<file path="src/rtl/nanov_serial_regfile_pkg.sv">
// Shared configuration helpers for the nanoV digit-serial register file.
package nanov_pkg;

  localparam int ZERO_REG = 0;

  function automatic bit digit_legal(input int digit);
    return (digit == 1) || (digit == 2) || (digit == 4) || (digit == 8);
  endfunction

  function automatic int calc_ndig(input int xlen, input int digit);
    return xlen / digit;
  endfunction

  function automatic int calc_aw(input int nregs);
    return (nregs > 1) ? $clog2(nregs) : 1;
  endfunction

  // Index counters keep at least one bit even when a word is a single digit.
  function automatic int calc_iw(input int ndig);
    return (ndig > 1) ? $clog2(ndig) : 1;
  endfunction

endpackage

</file>
<file path="src/rtl/nanov_serial_regfile_reg.sv">
// One rotating XLEN-bit register; its low digit is always the current architectural digit.
// NANOV_REGFILE_DEBUG_EN exposes the raw (still rotated) register contents.
module nanov_serial_reg #(
  parameter int XLEN  = 32,
  parameter int DIGIT = 1
) (
  input  logic             clk,
  input  logic             rstn,
  input  logic             wr,
  input  logic [DIGIT-1:0] rd_data,
  output logic [DIGIT-1:0] low_digit
`ifdef NANOV_REGFILE_DEBUG_EN
  ,
  output logic [XLEN-1:0]  word
`endif
);

  logic [XLEN-1:0]  q;
  logic [DIGIT-1:0] top_digit;

  // A write replaces the digit that is leaving the bottom on this rotation.
  assign top_digit = wr ? rd_data : q[DIGIT-1:0];
  assign low_digit = q[DIGIT-1:0];

  generate
    if (XLEN == DIGIT) begin : g_single
      always_ff @(posedge clk) begin
        if (!rstn) q <= '0;
        else       q <= top_digit;
      end
    end else begin : g_rotate
      always_ff @(posedge clk) begin
        if (!rstn) q <= '0;
        else       q <= {top_digit, q[XLEN-1:DIGIT]};
      end
    end
  endgenerate

`ifdef NANOV_REGFILE_DEBUG_EN
  assign word = q;
`endif

endmodule

</file>
<file path="src/rtl/nanov_serial_regfile.sv">
// Digit-serial register file: NREGS-1 rotating registers stepped by a shared digit counter.
// Optional debug word port enabled by defining NANOV_REGFILE_DEBUG_EN.
module nanov_serial_regfile
  import nanov_pkg::*;
#(
  parameter  int XLEN  = 32,
  parameter  int NREGS = 16,
  parameter  int DIGIT = 1,
  localparam int AW    = calc_aw(NREGS),
  localparam int NDIG  = calc_ndig(XLEN, DIGIT),
  localparam int IW    = calc_iw(NDIG)
) (
  input  logic             clk,
  input  logic             rstn,
  input  logic             wr_en,
  input  logic             read_through,
  input  logic [AW-1:0]    rs1,
  input  logic [AW-1:0]    rs2,
  input  logic [AW-1:0]    rd,
  input  logic [DIGIT-1:0] rd_data,
  output logic [DIGIT-1:0] rs1_data,
  output logic [DIGIT-1:0] rs2_data,
  output logic [IW-1:0]    digit_idx,
  output logic             word_start
`ifdef NANOV_REGFILE_DEBUG_EN
  ,
  input  logic [AW-1:0]    dbg_sel,
  output logic [XLEN-1:0]  dbg_word
`endif
);

  generate
    if (!digit_legal(DIGIT) || (XLEN % DIGIT) != 0 || NREGS < 2 || NREGS > 32 ||
        (NREGS & (NREGS - 1)) != 0) begin : g_bad_cfg
      $error("nanov_serial_regfile: illegal XLEN/NREGS/DIGIT combination");
    end
  endgenerate

  logic [IW-1:0]    idx_q;
  logic [DIGIT-1:0] low [NREGS];
  logic             bypass1;
  logic             bypass2;

  generate
    if (NDIG == 1) begin : g_no_cnt
      assign idx_q = '0;
    end else begin : g_cnt
      always_ff @(posedge clk) begin
        if (!rstn)                        idx_q <= '0;
        else if (idx_q == IW'(NDIG - 1))  idx_q <= '0;
        else                              idx_q <= idx_q + 1'b1;
      end
    end
  endgenerate

  assign digit_idx  = idx_q;
  assign word_start = (idx_q == '0);

`ifdef NANOV_REGFILE_DEBUG_EN
  logic [XLEN-1:0]   words [NREGS];
  logic [XLEN-1:0]   dbg_raw;
  logic [2*XLEN-1:0] dbg_dbl;

  assign words[0] = '0;
`endif

  // Register 0 is never instantiated, so writes to it vanish and reads see zero.
  assign low[0] = '0;

  generate
    for (genvar i = 1; i < NREGS; i++) begin : g_regs
      nanov_serial_reg #(
        .XLEN  (XLEN),
        .DIGIT (DIGIT)
      ) u_reg (
        .clk       (clk),
        .rstn      (rstn),
        .wr        (wr_en && (rd == AW'(i))),
        .rd_data   (rd_data),
        .low_digit (low[i])
`ifdef NANOV_REGFILE_DEBUG_EN
        ,
        .word      (words[i])
`endif
      );
    end
  endgenerate

  assign bypass1 = wr_en && read_through && (rd != AW'(ZERO_REG)) && (rs1 == rd);
  assign bypass2 = wr_en && read_through && (rd != AW'(ZERO_REG)) && (rs2 == rd);

  always_comb begin
    rs1_data = low[rs1];
    rs2_data = low[rs2];
    if (bypass1) rs1_data = rd_data;
    if (bypass2) rs2_data = rd_data;
  end

`ifdef NANOV_REGFILE_DEBUG_EN
  // Physical contents are the architectural word rotated right by digit_idx digits.
  assign dbg_raw  = words[dbg_sel];
  assign dbg_dbl  = {dbg_raw, dbg_raw} << (int'(idx_q) * DIGIT);
  assign dbg_word = dbg_dbl[2*XLEN-1:XLEN];
`endif

endmodule

</file>
<file path="config.mk">
export PLATFORM = sky130hd
export DESIGN_NAME = nanov_serial_regfile
export DESIGN_NICKNAME = d
export VERILOG_FILES = /design/src/rtl/nanov_serial_regfile_pkg.sv /design/src/rtl/nanov_serial_regfile_reg.sv /design/src/rtl/nanov_serial_regfile.sv
export SDC_FILE = /design/constraint.sdc
export NUM_CORES = 1
export LEC_CHECK = 0
export BUFFER_PORTS_ARGS = -buffer_cell sky130_fd_sc_hd__buf_4
export CORE_MARGIN = 2
export CORE_UTILIZATION = 30
export DETAILED_ROUTE_END_ITERATION = 7
export PLACE_DENSITY = 0.55
export SLEW_MARGIN = 0
export SYNTH_ARGS = -nofsm -noshare
export SYNTH_HDL_FRONTEND = slang
export SYNTH_SLANG_ARGS = --single-unit
</file>
<file path="constraint.sdc">
create_clock -name clk -period 2.45 [get_ports clk]
set_input_delay 0.3675 -clock clk [delete_from_list [all_inputs] [get_ports clk]]
set_output_delay 0.3675 -clock clk [all_outputs]
set_load 0.01 [all_outputs]
</file>
# After elaboration in Yosys (flattened, before gate mapping)
# Cells that the tools add are included.
# totals
ram_bits,0
rom_bits,0
inputBits,17
latch_bits,0
mem_count,0
ff_bits,485
wordCells,85
# op_classes
multipliers,0
bitwise,3
n_eq_ne,18
n_reduce_logical,22
shift,0
n_mux,23
add_sub_neg,1
div_mod_pow,0
order_cmp,2
# op_table
operator,count
== test 4 bit (second input constant),8
2-to-1 mux 1 bit,21
logical AND 1 bit,19
== test 4 x 3 -> 1 bit (second input constant),4
greater-or-equal comparator 5 bit (second input constant),2
inverter 4 -> 5 bit,2
binary-select mux 1 bit (select 4 bit),2
== test 4 x 2 -> 1 bit (second input constant),2
== test 4 bit,2
adder 5 x 1 -> 5 bit (second input constant),1
== test 5 bit (second input constant),1
logical NOT 5 bit,1
== test 4 x 1 -> 1 bit (second input constant),1
nonzero test 4 bit,1
OR reduction 2 bit,1
inverter 1 bit,1

# Logic depth before layout (Yosys ltp)
# Gate-level depths: netlist of run 1.
# logic_depth
depth_word,5
ltp_mapped,5

# Hierarchy
# Synthesis of run 1 repeated with hierarchy kept, for this count alone.
# unflattened
cells_unflattened,1106
area_unflattened_um2,13719.4
# modules_own_cells
mod,n_inst,cells_per_inst,area_per_inst_um2
nanov_serial_reg,15,68,865.8
nanov_serial_regfile,1,86,732.0

# Least setup slack after synthesis of run 1
# Ideal clock, no wire load.
# synth_path
path_type,input -> output
startpoint,input rd[1]
endpoint,output rs1_data
setup_slack_ns,0.684
n_path_buf,1
required_ns,2.082
stages,5
arrival_time_ns,1.398
path_cell_list,buf_2 > or4_1 > nand3_2 > o32ai_1 > o32a_1
# synth_between
elab_chain_len,4
# synth_lines
element,line_no,rtl
from (decl),nanov_serial_regfile.sv:19,"input logic [AW-1:0] rd,"
nonzero test 4 bit,nanov_serial_regfile.sv:89,assign bypass1 = wr_en && read_through && (rd != AW'(ZERO_REG)) && (rs1 == rd);
logical AND 1 bit,nanov_serial_regfile.sv:89,
logical AND 1 bit (*),nanov_serial_regfile.sv:89,
2-to-1 mux 1 bit (*),nanov_serial_regfile.sv:95,if (bypass1) rs1_data = rd_data;
to (decl),nanov_serial_regfile.sv:21,"output logic [DIGIT-1:0] rs1_data,"
# Mark *: on every way between the ends. The rest lies on a longest branch, timed or not.

# Final worst setup path of run 1
# layout_path
startpoint,register g_regs[14].u_reg.q[0]
endpoint,output rs1_data
# layout_between
elab_chain_len,4
# layout_lines
element,line_no,rtl
from (decl),nanov_serial_regfile_reg.sv:18,logic [XLEN-1:0] q;
from (signal assigned),nanov_serial_regfile_reg.sv:34,"else q <= {top_digit, q[XLEN-1:DIGIT]};"
binary-select mux 1 bit (select 4 bit),nanov_serial_regfile.sv:93,rs1_data = low[rs1];
2-to-1 mux 1 bit (not written as such) (2 in a row),nanov_serial_regfile.sv:93,
2-to-1 mux 1 bit,nanov_serial_regfile.sv:95,
# No other way between the ends. The select of a mux whose other input is x is not followed.

==> results of run 1 <==
per-layer routing:
layer | share of wire | vias up | global-route usage
met5 | 0.00056 | - | 0
met4 | 0.025 | 2 | 0.0331
met3 | 0.055 | 40 | 0.0280
met2 | 0.37 | 90 | 0.112
met1 | 0.55 | 3101 | 0.126
li1 | - | 3508 | -
synthesized netlist by cell type (all sizes together):
cell / n / area [um^2]
nand2b: 3 / 18.8
o32a: 2 / 20.0
nand4: 2 / 12.5
a21boi: 9 / 67.6
nand2: 10 / 37.5
or2b: 2 / 15.0
nor2b: 8 / 50.1
or4: 1 / 7.51
and2b: 2 / 17.5
o21ai: 11 / 55.1
xor2: 1 / 8.76
nor3: 3 / 15.0
and2: 465 / 2910
nor4b: 1 / 8.76
clkbuf: 54 / 203
mux4: 4 / 97.6
ha: 3 / 37.5
nor2: 16 / 60.1
and3: 1 / 6.26
a221oi: 2 / 17.5
buf: 11 / 73.8
nand3b: 4 / 30.0
mux2: 4 / 45.0
nand3: 4 / 25.0
mux2i: 8 / 80.1
a311oi: 2 / 17.5
dfxtp: 485 / 9710
o32ai: 2 / 17.5
inv: 4 / 15.0
xnor2: 9 / 78.8
nor3b: 1 / 7.51
metrics by stage:
stage	instances	hold slack (ns)
6_report	1783	0.183
5_1_grt	1783	0.180
4_1_cts	1783	0.144
3_5_place_dp	1700	0.417
3_3_place_gp	1700	0.413
2_1_floorplan	1134	0.406
kinds of logic (layout without fill, tap and decap cells):
kind of cell | count (synthesis) | count (layout) | share of synthesized area
AOI/OAI and AO/OA | 28 | 28 | 0.0142
xor gates and xnor gates | 10 | 10 | 0.00636
adders and majority gates | 3 | 3 | 0.00273
buffers and inverters | 69 | 118 | 0.0212
DFF | 485 | 485 | 0.705
muxes | 16 | 16 | 0.0162
and+or+nand+nor | 523 | 523 | 0.234
tightest hold or removal path, delay by kind of cell:
kind                   cells  cell delay (ns)
AOI/OAI and AO/OA          1             0.06
and+or+nand+nor            1             0.07
buffers and inverters      1             0.18
worst min-delay path by stage:
stage | start | end | cells after the start
detailed placement | g_regs[11].u_reg.q[11]$_SDFF_PN0_ | g_regs[11].u_reg.q[10]$_SDFF_PN0_ | 1
global route | rd_data | g_regs[13].u_reg.q[31]$_SDFF_PN0_ | 3
global placement | g_regs[2].u_reg.q[22]$_SDFF_PN0_ | g_regs[2].u_reg.q[21]$_SDFF_PN0_ | 1
floorplan | g_regs[2].u_reg.q[22]$_SDFF_PN0_ | g_regs[2].u_reg.q[21]$_SDFF_PN0_ | 1
CTS | rd_data | g_regs[13].u_reg.q[31]$_SDFF_PN0_ | 3
finish | rd_data | g_regs[13].u_reg.q[31]$_SDFF_PN0_ | 3
power by group through the flow:
| stage | registers (mW) | clock network (mW) | logic (mW) |
|---|---|---|---|
| finish | 7.90 | 7.16 | 0.246 |
| global route | 7.89 | 7.77 | 0.280 |
| CTS | 7.90 | 7.41 | 0.252 |
| detailed placement | 8.07 | 0 | 0.251 |
| global placement | 8.07 | 0 | 0.252 |
| floorplan | 8.07 | 0 | 0.165 |
cell type report:
| cell class | instances | area share |
|---|---|---|
| Tap cell | 600 | 0.0466 |
| Multi-Input combinational cell | 580 | 0.234 |
| Clock inverter | 21 | 0.0141 |
| Clock buffer | 62 | 0.0835 |
| Timing Repair Buffer | 31 | 0.0175 |
| Sequential cell | 485 | 0.603 |
| Inverter | 4 | 0.000933 |
flip-flops by register name, summed over array words and instances, names as in the netlist:
register and flops:
g_regs.u_reg.q 480, digit_idx 5
repair_timing:
action	CTS	global route
hold buffers	0	0
endpoints found under the setup margin	1	1
pin swaps	1	1
resized for setup	2	3
hold endpoints to repair	0	0
==> results.yml, run 1 <==
status:
  status: "complete, no violations"
sta:
  period_minus_slack_ns: 2.35
  fin_skew_ns: 0.0128
  max-slew-margin-rel: 0.673
  clock.fmax_mhz: 425
  slew_viol_final: 0
  fin_crit_sh: 0.959
  final.setup.tns_ns: 0
  worst_pin_slew_ns: 0.490
  timing.final.ws_setup_ns: 0.0993
  setup_viol: 0
  final-hold-violation-count: 0
layout:
  seqCellArea_mm2: 0.00971
  drive_above_1_share: 0.103
  n_antenna_cell: 0
  area_growth_pct: 16.9
  final_cell_mix: "dfxtp_1, and2_1, clkbuf_16"
  final_core_util: 0.355
  multi_input_area_mm2: 0.00377
  layout_commonest_cell: "dfxtp_1"
  design_area_mm2: 0.0161
  final_nets: 1169
  fill_cells: 4456
grt:
  antenna_found_initial: 3
  grtUsageTotal: 0.0849
  grt_overflow: 0
  grt_pass1_wl_mm: 33.1
  grt_pass1_vias: 6506
  grt_max_degree: 138
drt:
  viasPerCell: 3.78
  drcViolationCount: 0
  routedWlPerCell_um: 10.9
  drtAntennaViolNets: 0
  routed-via-count: 6741
  routed_wl_mm: 19.5
  drt_pass1_iterations: 4
  drtIter0Drc: 320
pwr:
  vdd_drop_max_uv: 580
  p_seq_frac: 0.516
  p_int_mw: 12.2
  leakagePower_nw: 6.54
  clockPowerShare: 0.468
  switchingPower_mw: 3.12
  switching_share: 0.204
  comb_power_share: 0.016
  power.density_mw_per_mm2: 951
  total_power_mw: 15.3
worst_setup_path:
  reg2reg_depth: 5
  crit_fanout: 3
  ff2ff_setup_slack_ns: 1.12
  critPathArrivalTime_ns: 1.98
  r2r-start: "digit_idx[0]$_SDFF_PP0_"
  worst_r2r_endpoint: "digit_idx[1]$_SDFF_PP0_"
  crit_path_max_incr_delay_ns: 0.48
  critical_path_class: "flip-flop to output port"
  crit_family: "multiplexers"
  crit_end: "rs1_data"
  crit_chain: "mux4_2 > nor2_1 > a311oi_2 > o32a_2 > buf_6"
  cp.buffers_inverters: 1
  crit_path_end_kind: "output port"
  cp.depth: 5
  cp.required_ns: 2.08
  start_kind: "flip-flop"
  worst_path_max_delay_cell: "mux4_2"
  crit_path_start: "g_regs[14].u_reg.q[0]$_SDFF_PN0_"
floorplan:
  initial_utilization: 0.303
  core_mm2: 0.0454
  die_w_um: 218
  design.die.area_mm2: 0.0476
  io_pins: 25
  die_y_um: 218
  fp-row-count: 78
synth:
  synth_nets: 1154
  ys_ff_latch: 485
  yosysWarnings: 0
  avgSynthCellArea_um2: 12.1
  netlist_area_mm2: 0.0138
  post_synth_num_cell_types: 34
  synth_cells: 1134
  ys_seq_area_frac: 0.705
clocking:
  cts_made_buffers: 47
  h-tree-depth: 2
  cts_root_buffer: "clkbuf_16"
  clk_pin_slew_ns: 0.06
  cts_sinks: 485
  cts_tree: "done"
  cts.path.max_buffers: 3
  post_cts_buffers: 0
  insertion_delay_ns: 0.56
placed_design:
  port_buffers: 24
  place_congestion: 0.799
  dpl.hpwl_mm: 10.5
  pre_cts_ws_ns: 0.340
  place_area_mm2: 0.0145
flow_run:
  maxCapViolations: 0
hold_path:
  holdCritPathClass: "input pin to flip-flop"
Note: power is estimated with default switching activity, not from simulation.
==> inputs of run 2 (changes only) <==
==> constraint.sdc (replaced) <==
create_clock -name clk -period 2.95 [get_ports clk]
set_input_delay 0.4425 -clock clk [delete_from_list [all_inputs] [get_ports clk]]
set_output_delay 0.4425 -clock clk [all_outputs]
set_load 0.01 [all_outputs]
==> run 2 against run 1 <==
  * Via count rose by 0.53%
  * Combinational power fell by 21%
  * Critical path type unchanged
  * Highest routed layer is now met4
  * Routed wire length fell by 3.4%
  * Sequential share of layout area rose by 0.29 points
  * Largest cell class unchanged
  * Sequential cell count did not move
  * Final area fell by 0.50%
  * Worst hold slack improved by 0.087 ns
==> results.yml, run 2 (same netlist as run 1, synthesis figures left out) <==
worst_setup_path:
  start_kind: "flip-flop"
  critical_path_class: "flip-flop to output port"
  cp.required_ns: 2.51
  crit_fanout: 3
  critPathArrivalTime_ns: 1.96
  r2r-start: "digit_idx[0]$_SDFF_PP0_"
  crit_path_max_incr_delay_ns: 0.49
  worst_r2r_endpoint: "digit_idx[1]$_SDFF_PP0_"
  worst_path_max_delay_cell: "mux4_1"
  crit_chain: "mux4_1 > nor2b_1 > o32ai_1 > o32a_1 > buf_4"
  ff2ff_setup_slack_ns: 1.63
  reg2reg_depth: 5
  crit_path_end_kind: "output port"
clocking:
  cts_resized: 0
  cts_made_buffers: 46
  hold_buffers: 0
  insertion_delay_ns: 0.56
  post_cts_buffers: 0
  cts.path.max_buffers: 3
  cts_root_buffer: "clkbuf_16"
  clk_pin_slew_ns: 0.06
  h-tree-depth: 2
  cts_sinks: 485
  cts_tree: "done"
sta:
  period_minus_slack_ns: 2.41
  fin_crit_sh: 0.816
  clock.fmax_mhz: 415
  final.setup.tns_ns: 0
  timing.final.ws_setup_ns: 0.543
  slew_viol_final: 0
  max-slew-margin-rel: 0.673
  worst_pin_slew_ns: 0.486
  setup_viol: 0
  fin_skew_ns: 0.0196
  final-hold-violation-count: 0
  rsz0062_at_grt: "false"
flow_run:
  maxCapViolations: 0
drt:
  drtIter0Drc: 461
  routed_wl_mm: 18.8
  routedWlPerCell_um: 10.6
  viasPerCell: 3.80
  drt_pass1_iterations: 4
  routed-via-count: 6777
  drtAntennaViolNets: 0
  drcViolationCount: 0
floorplan:
  die_y_um: 218
  initial_utilization: 0.303
  die_w_um: 218
  core_mm2: 0.0454
  io_pins: 25
  design.die.area_mm2: 0.0476
  fp-row-count: 78
pwr:
  p_seq_frac: 0.521
  comb_power_share: 0.015
  power.density_mw_per_mm2: 787
  total_power_mw: 12.6
  clockPowerShare: 0.464
  p_int_mw: 10.1
  leakagePower_nw: 6.49
  switching_share: 0.200
  switchingPower_mw: 2.52
  vdd_drop_max_uv: 419
placed_design:
  dpl.hpwl_mm: 10.1
  port_buffers: 24
  pre_cts_ws_ns: 0.737
  place_congestion: 0.778
hold_path:
  hp-start: "rd_data"
  holdCritPathClass: "input pin to flip-flop"
  min_delay_path_depth: 3
  hold_end: "g_regs[13].u_reg.q[31]$_SDFF_PN0_"
layout:
  multi_input_area_mm2: 0.00376
  final_nets: 1168
  layout_commonest_cell: "dfxtp_1"
  largest_reg_flops: 480
  fill_cells: 4511
  top_register: "g_regs.u_reg.q"
  drive_above_1_share: 0.0897
  seqCellArea_mm2: 0.00971
  area_growth_pct: 16.4
  final_cell_mix: "dfxtp_1, and2_1, clkbuf_16"
  final_core_util: 0.353
status:
  status: "complete, no violations"
grt:
  grtUsageTotal: 0.0822
  grt_pass1_wl_mm: 32.1
  grt_max_degree: 87
  grt_pass1_vias: 6517
  grt_overflow: 0
  antenna_found_initial: 4
## run 2: power groups by stage
stage	combinational [mW]	clock, mW	sequential [mW]
6_report	0.194	5.85	6.56
5_1_grt	0.223	6.34	6.56
4_1_cts	0.201	6.06	6.56
3_5_place_dp	0.200	0	6.71
3_3_place_gp	0.199	0	6.71
2_1_floorplan	0.137	0	6.71
## run 2: cell type report
type	instances	area share
Timing Repair Buffer	31	0.0150
Tap cell	600	0.0469
Antenna cell	3	0.000469
Inverter	4	0.000937
Clock inverter	12	0.0130
Clock buffer	70	0.0825
Multi-Input combinational cell	580	0.235
Sequential cell	485	0.606
## run 2: worst max-delay path by stage
stage / startpoint / end / slack (ns) / depth (start not counted)
4_1_cts: g_regs[5].u_reg.q[0]$_SDFF_PN0_ / rs1_data / 0.47 / 5
3_3_place_gp: rs1[0] / rs1_data / 0.71 / 6
2_1_floorplan: rd[1] / rs1_data / 1.03 / 5
5_1_grt: g_regs[5].u_reg.q[0]$_SDFF_PN0_ / rs1_data / 0.41 / 5
6_report: g_regs[5].u_reg.q[0]$_SDFF_PN0_ / rs1_data / 0.54 / 5
3_5_place_dp: rs1[0] / rs1_data / 0.74 / 6
## run 2: critical path: cells and delay by family (launching register included)
kind,cells,cell delay (ns)
buf+inv,1,0.17
mux,1,0.49
flops,1,0.31
simple gates,1,0.13
compound gates,2,0.30
## run 2: metal layers
layer	GRT usage	share of wire
met5	0	0
met4	0.0342	0.027
met3	0.0231	0.067
met2	0.108	0.36
met1	0.123	0.54
## run 2: per-stage QoR
stage,std cells,hold slack (ns),cell area (um^2)
floorplan,1134,0.406,13800
detailed placement,1700,0.417,14500
global route,1782,0.276,16000
CTS,1782,0.233,16000
finish,1785,0.271,16000
global placement,1700,0.413,14500
==> inputs of run 3 (changes only) <==
--- a/config.mk
+++ b/config.mk
@@ -5,11 +5,12 @@
 export SDC_FILE = /design/constraint.sdc
 export NUM_CORES = 1
 export LEC_CHECK = 0
+export ABC_AREA = 1
 export BUFFER_PORTS_ARGS = -buffer_cell sky130_fd_sc_hd__buf_4
 export CORE_MARGIN = 2
 export CORE_UTILIZATION = 30
 export DETAILED_ROUTE_END_ITERATION = 7
-export PLACE_DENSITY = 0.55
+export PLACE_DENSITY = 0.57
 export SLEW_MARGIN = 0
 export SYNTH_ARGS = -nofsm -noshare
 export SYNTH_HDL_FRONTEND = slang
==> constraint.sdc (replaced) <==
create_clock -name clk -period 1.9 [get_ports clk]
set_input_delay 0.285 -clock clk [delete_from_list [all_inputs] [get_ports clk]]
set_output_delay 0.285 -clock clk [all_outputs]
set_load 0.01 [all_outputs]
==> run 3 against run 2 <==
  * Worst setup slack got worse by 0.51 ns
  * Critical path depth is 4 higher
  * Final area up 5.5%
  * Critical endpoint is now rs2_data
  * Total power up 57%
  * Synthesized cell count rose by 47%
==> results.yml, run 3 <==
floorplan:
  design.die.area_mm2: 0.0498
  io_pins: 25
  initial_utilization: 0.303
  fp-row-count: 80
  die_w_um: 223
  core_mm2: 0.0475
  die_y_um: 223
sta:
  setup_viol: 0
  slew_viol_final: 0
  timing.final.ws_setup_ns: 0.0345
  rsz0062_at_grt: "true"
  fin_crit_sh: 0.982
  clock.fmax_mhz: 536
  hold_ws_ns: 0.0439
  worst_pin_slew_ns: 0.466
  fin_skew_ns: 0.0192
  period_minus_slack_ns: 1.87
  final.setup.tns_ns: 0
  max-slew-margin-rel: 0.690
  final-hold-violation-count: 0
drt:
  topRoutingLayerUsed: "met4"
  viasPerCell: 3.62
  routed_wl_mm: 21.8
  drcViolationCount: 0
  drtAntennaViolNets: 0
  met3_length_mm: 1.19
  routedLengthMet1_mm: 11.6
  dr_wl_met2_mm: 8.49
  drt_pass1_iterations: 4
  routed-via-count: 8504
  drtIter0Drc: 471
  routedWlPerCell_um: 9.29
worst_setup_path:
  critPathArrivalTime_ns: 1.58
  crit_path_start: "g_regs[6].u_reg.q[0]$_SDFF_PN0_"
  critical_path_class: "flip-flop to output port"
  crit_end: "rs2_data"
  ff2ff_setup_slack_ns: 0.40
  worst_r2r_endpoint: "digit_idx[3]$_SDFF_PP0_"
  start_kind: "flip-flop"
  cp.required_ns: 1.62
  crit_path_end_kind: "output port"
  r2r-start: "digit_idx[0]$_SDFF_PP0_"
  crit_fanout: 3
  reg2reg_depth: 7
synth:
  yosys-top-cells-area: "dfxtp_1, nand2_1, inv_1"
  synth_top_area_cell: "dfxtp_1"
  avgSynthCellArea_um2: 8.66
  synth_nets: 1685
  ys_seq_area_frac: 0.674
  synth.most_common_cell: "nand2_1"
  ys_ff_latch: 485
  yosysWarnings: 0
  synth.top_cell.area_share: 0.674
  synthTopCellsByCount: "nand2_1, inv_1, dfxtp_1, nand3_1, buf_2"
  netlist_area_mm2: 0.0144
  synth-edff-count: 0
  ys.flop_type: "dfxtp_1"
  post_synth_num_cell_types: 20
  synth_cells: 1665
  ys_async_sr_fraction: 0
layout:
  layout_commonest_cell: "nand2_1"
  top_register: "g_regs.u_reg.q"
  fin_cells: 2350
  drive_above_1_share: 0.0877
  final_cell_mix: "nand2_1, inv_1, dfxtp_1"
  largest_reg_flops: 480
  final_nets: 1720
  final_core_util: 0.355
  area_growth_pct: 17.2
  design_area_mm2: 0.0169
grt:
  antenna_found_initial: 1
  grt_overflow: 0
  grt_pass1_vias: 7940
  grt_pass1_wl_mm: 37.7
  grtUsageTotal: 0.0911
  grt_max_degree: 117
placed_design:
  port_buffers: 24
  place_congestion: 0.767
  place_area_mm2: 0.0152
  pre_cts_ws_ns: 0.182
  dp_cells: 2257
  dpl.hpwl_mm: 12.5
flow_run:
  maxCapViolations: 0
pwr:
  comb_power_share: 0.020
  total_power_mw: 19.8
  clockPowerShare: 0.466
  switching_share: 0.208
  vdd_drop_max_uv: 703
  power.density_mw_per_mm2: 1170
  leakagePower_nw: 10.3
  switchingPower_mw: 4.12
  p_seq_frac: 0.514
  p_int_mw: 15.7
clocking:
  cts_sinks: 485
  cts_tree: "done"
  cts_made_buffers: 48
  clk_pin_slew_ns: 0.06
  cts.path.max_buffers: 3
  insertion_delay_ns: 0.57
  h-tree-depth: 2
  cts_root_buffer: "clkbuf_16"
hold_path:
  holdCritPathClass: "input pin to flip-flop"
status:
  status: "complete, no violations"
run 3: cell count changes in the layout (fill, tap and decap cells not counted), sizes merged, moves of 8 or more:
cell	previous run	this run
a21boi	9	0
a21oi	0	17
and2	465	0
buf	31	40
inv	7	504
mux2i	8	0
nand2	10	527
nand3	4	45
nor2b	8	0
xnor2	9	0
run 3: worst min path at each step:
stage                                 startpoint                           endpoint  slack (ns)  cells after the start
6_report                                    rstn  g_regs[12].u_reg.q[24]$_SDFF_PN0_        0.04                      3
5_1_grt                                     rstn    g_regs[1].u_reg.q[0]$_SDFF_PN0_        0.04                      3
4_1_cts                                     rstn    g_regs[1].u_reg.q[0]$_SDFF_PN0_       0.005                      3
3_5_place_dp   g_regs[14].u_reg.q[16]$_SDFF_PN0_  g_regs[14].u_reg.q[15]$_SDFF_PN0_        0.40                      2
3_3_place_gp    g_regs[1].u_reg.q[11]$_SDFF_PN0_   g_regs[1].u_reg.q[10]$_SDFF_PN0_        0.39                      2
2_1_floorplan   g_regs[2].u_reg.q[22]$_SDFF_PN0_   g_regs[2].u_reg.q[21]$_SDFF_PN0_        0.39                      2
run 3: power by group through the flow:
stage               registers (mW)  clock network, mW  logic (mW)
floorplan                     10.4                  0       0.271
global placement              10.4                  0       0.402
detailed placement            10.4                  0       0.401
CTS                           10.2               9.57       0.409
global route                  10.2               10.0       0.455
finish                        10.2               9.24       0.404
run 3: layer usage:
layer | vias up | GRT usage
met3 | 43 | 0.0255
li1 | 4647 | -
met5 | - | 0
met1 | 3715 | 0.125
met4 | 0 | 0.0388
met2 | 99 | 0.133
run 3: cells by family after synthesis:
logic type               share of synthesized area
XOR/XNOR                                   0.00182
flip-flops                                   0.674
AO/OA/AOI/OAI                               0.0106
adder cells (fa/ha/maj)                    0.00260
AND/OR/NAND/NOR                              0.159
buffers and inverters                        0.153
run 3: final cells by class:
cell class                      count  area, um^2
Fill cell                        4812       30700
Sequential cell                   485        9730
Multi-Input combinational cell    624        2550
Inverter                          501        1880
Clock buffer                       68        1400
Tap cell                          615         769
Timing Repair Buffer               40         378
Clock inverter                     16         178
Antenna cell                        1        2.50
run 3: worst max-delay path: stages (launching register included):
cell and delay, ns:
dfxtp_4 0.36, nand2_2 0.05, nand3_2 0.07, nand2_1 0.05, nand2_1 0.07, nand3_2 0.08, nand2_2 0.09, nand2_2 0.06
nand2_4 0.07, buf_6 0.10
run 3: timing repair:
| action | 4_1_cts | 5_1_grt |
|---|---|---|
| buffers inserted | 6 | 2 |
| pin swaps | 7 | 11 |
| hold buffers | 0 | 0 |
| endpoints found under the hold margin | 0 | 0 |
| gates cloned | 0 | 0 |
| resized for setup | 26 | 14 |
| endpoints found under the setup margin | 3 | 3 |
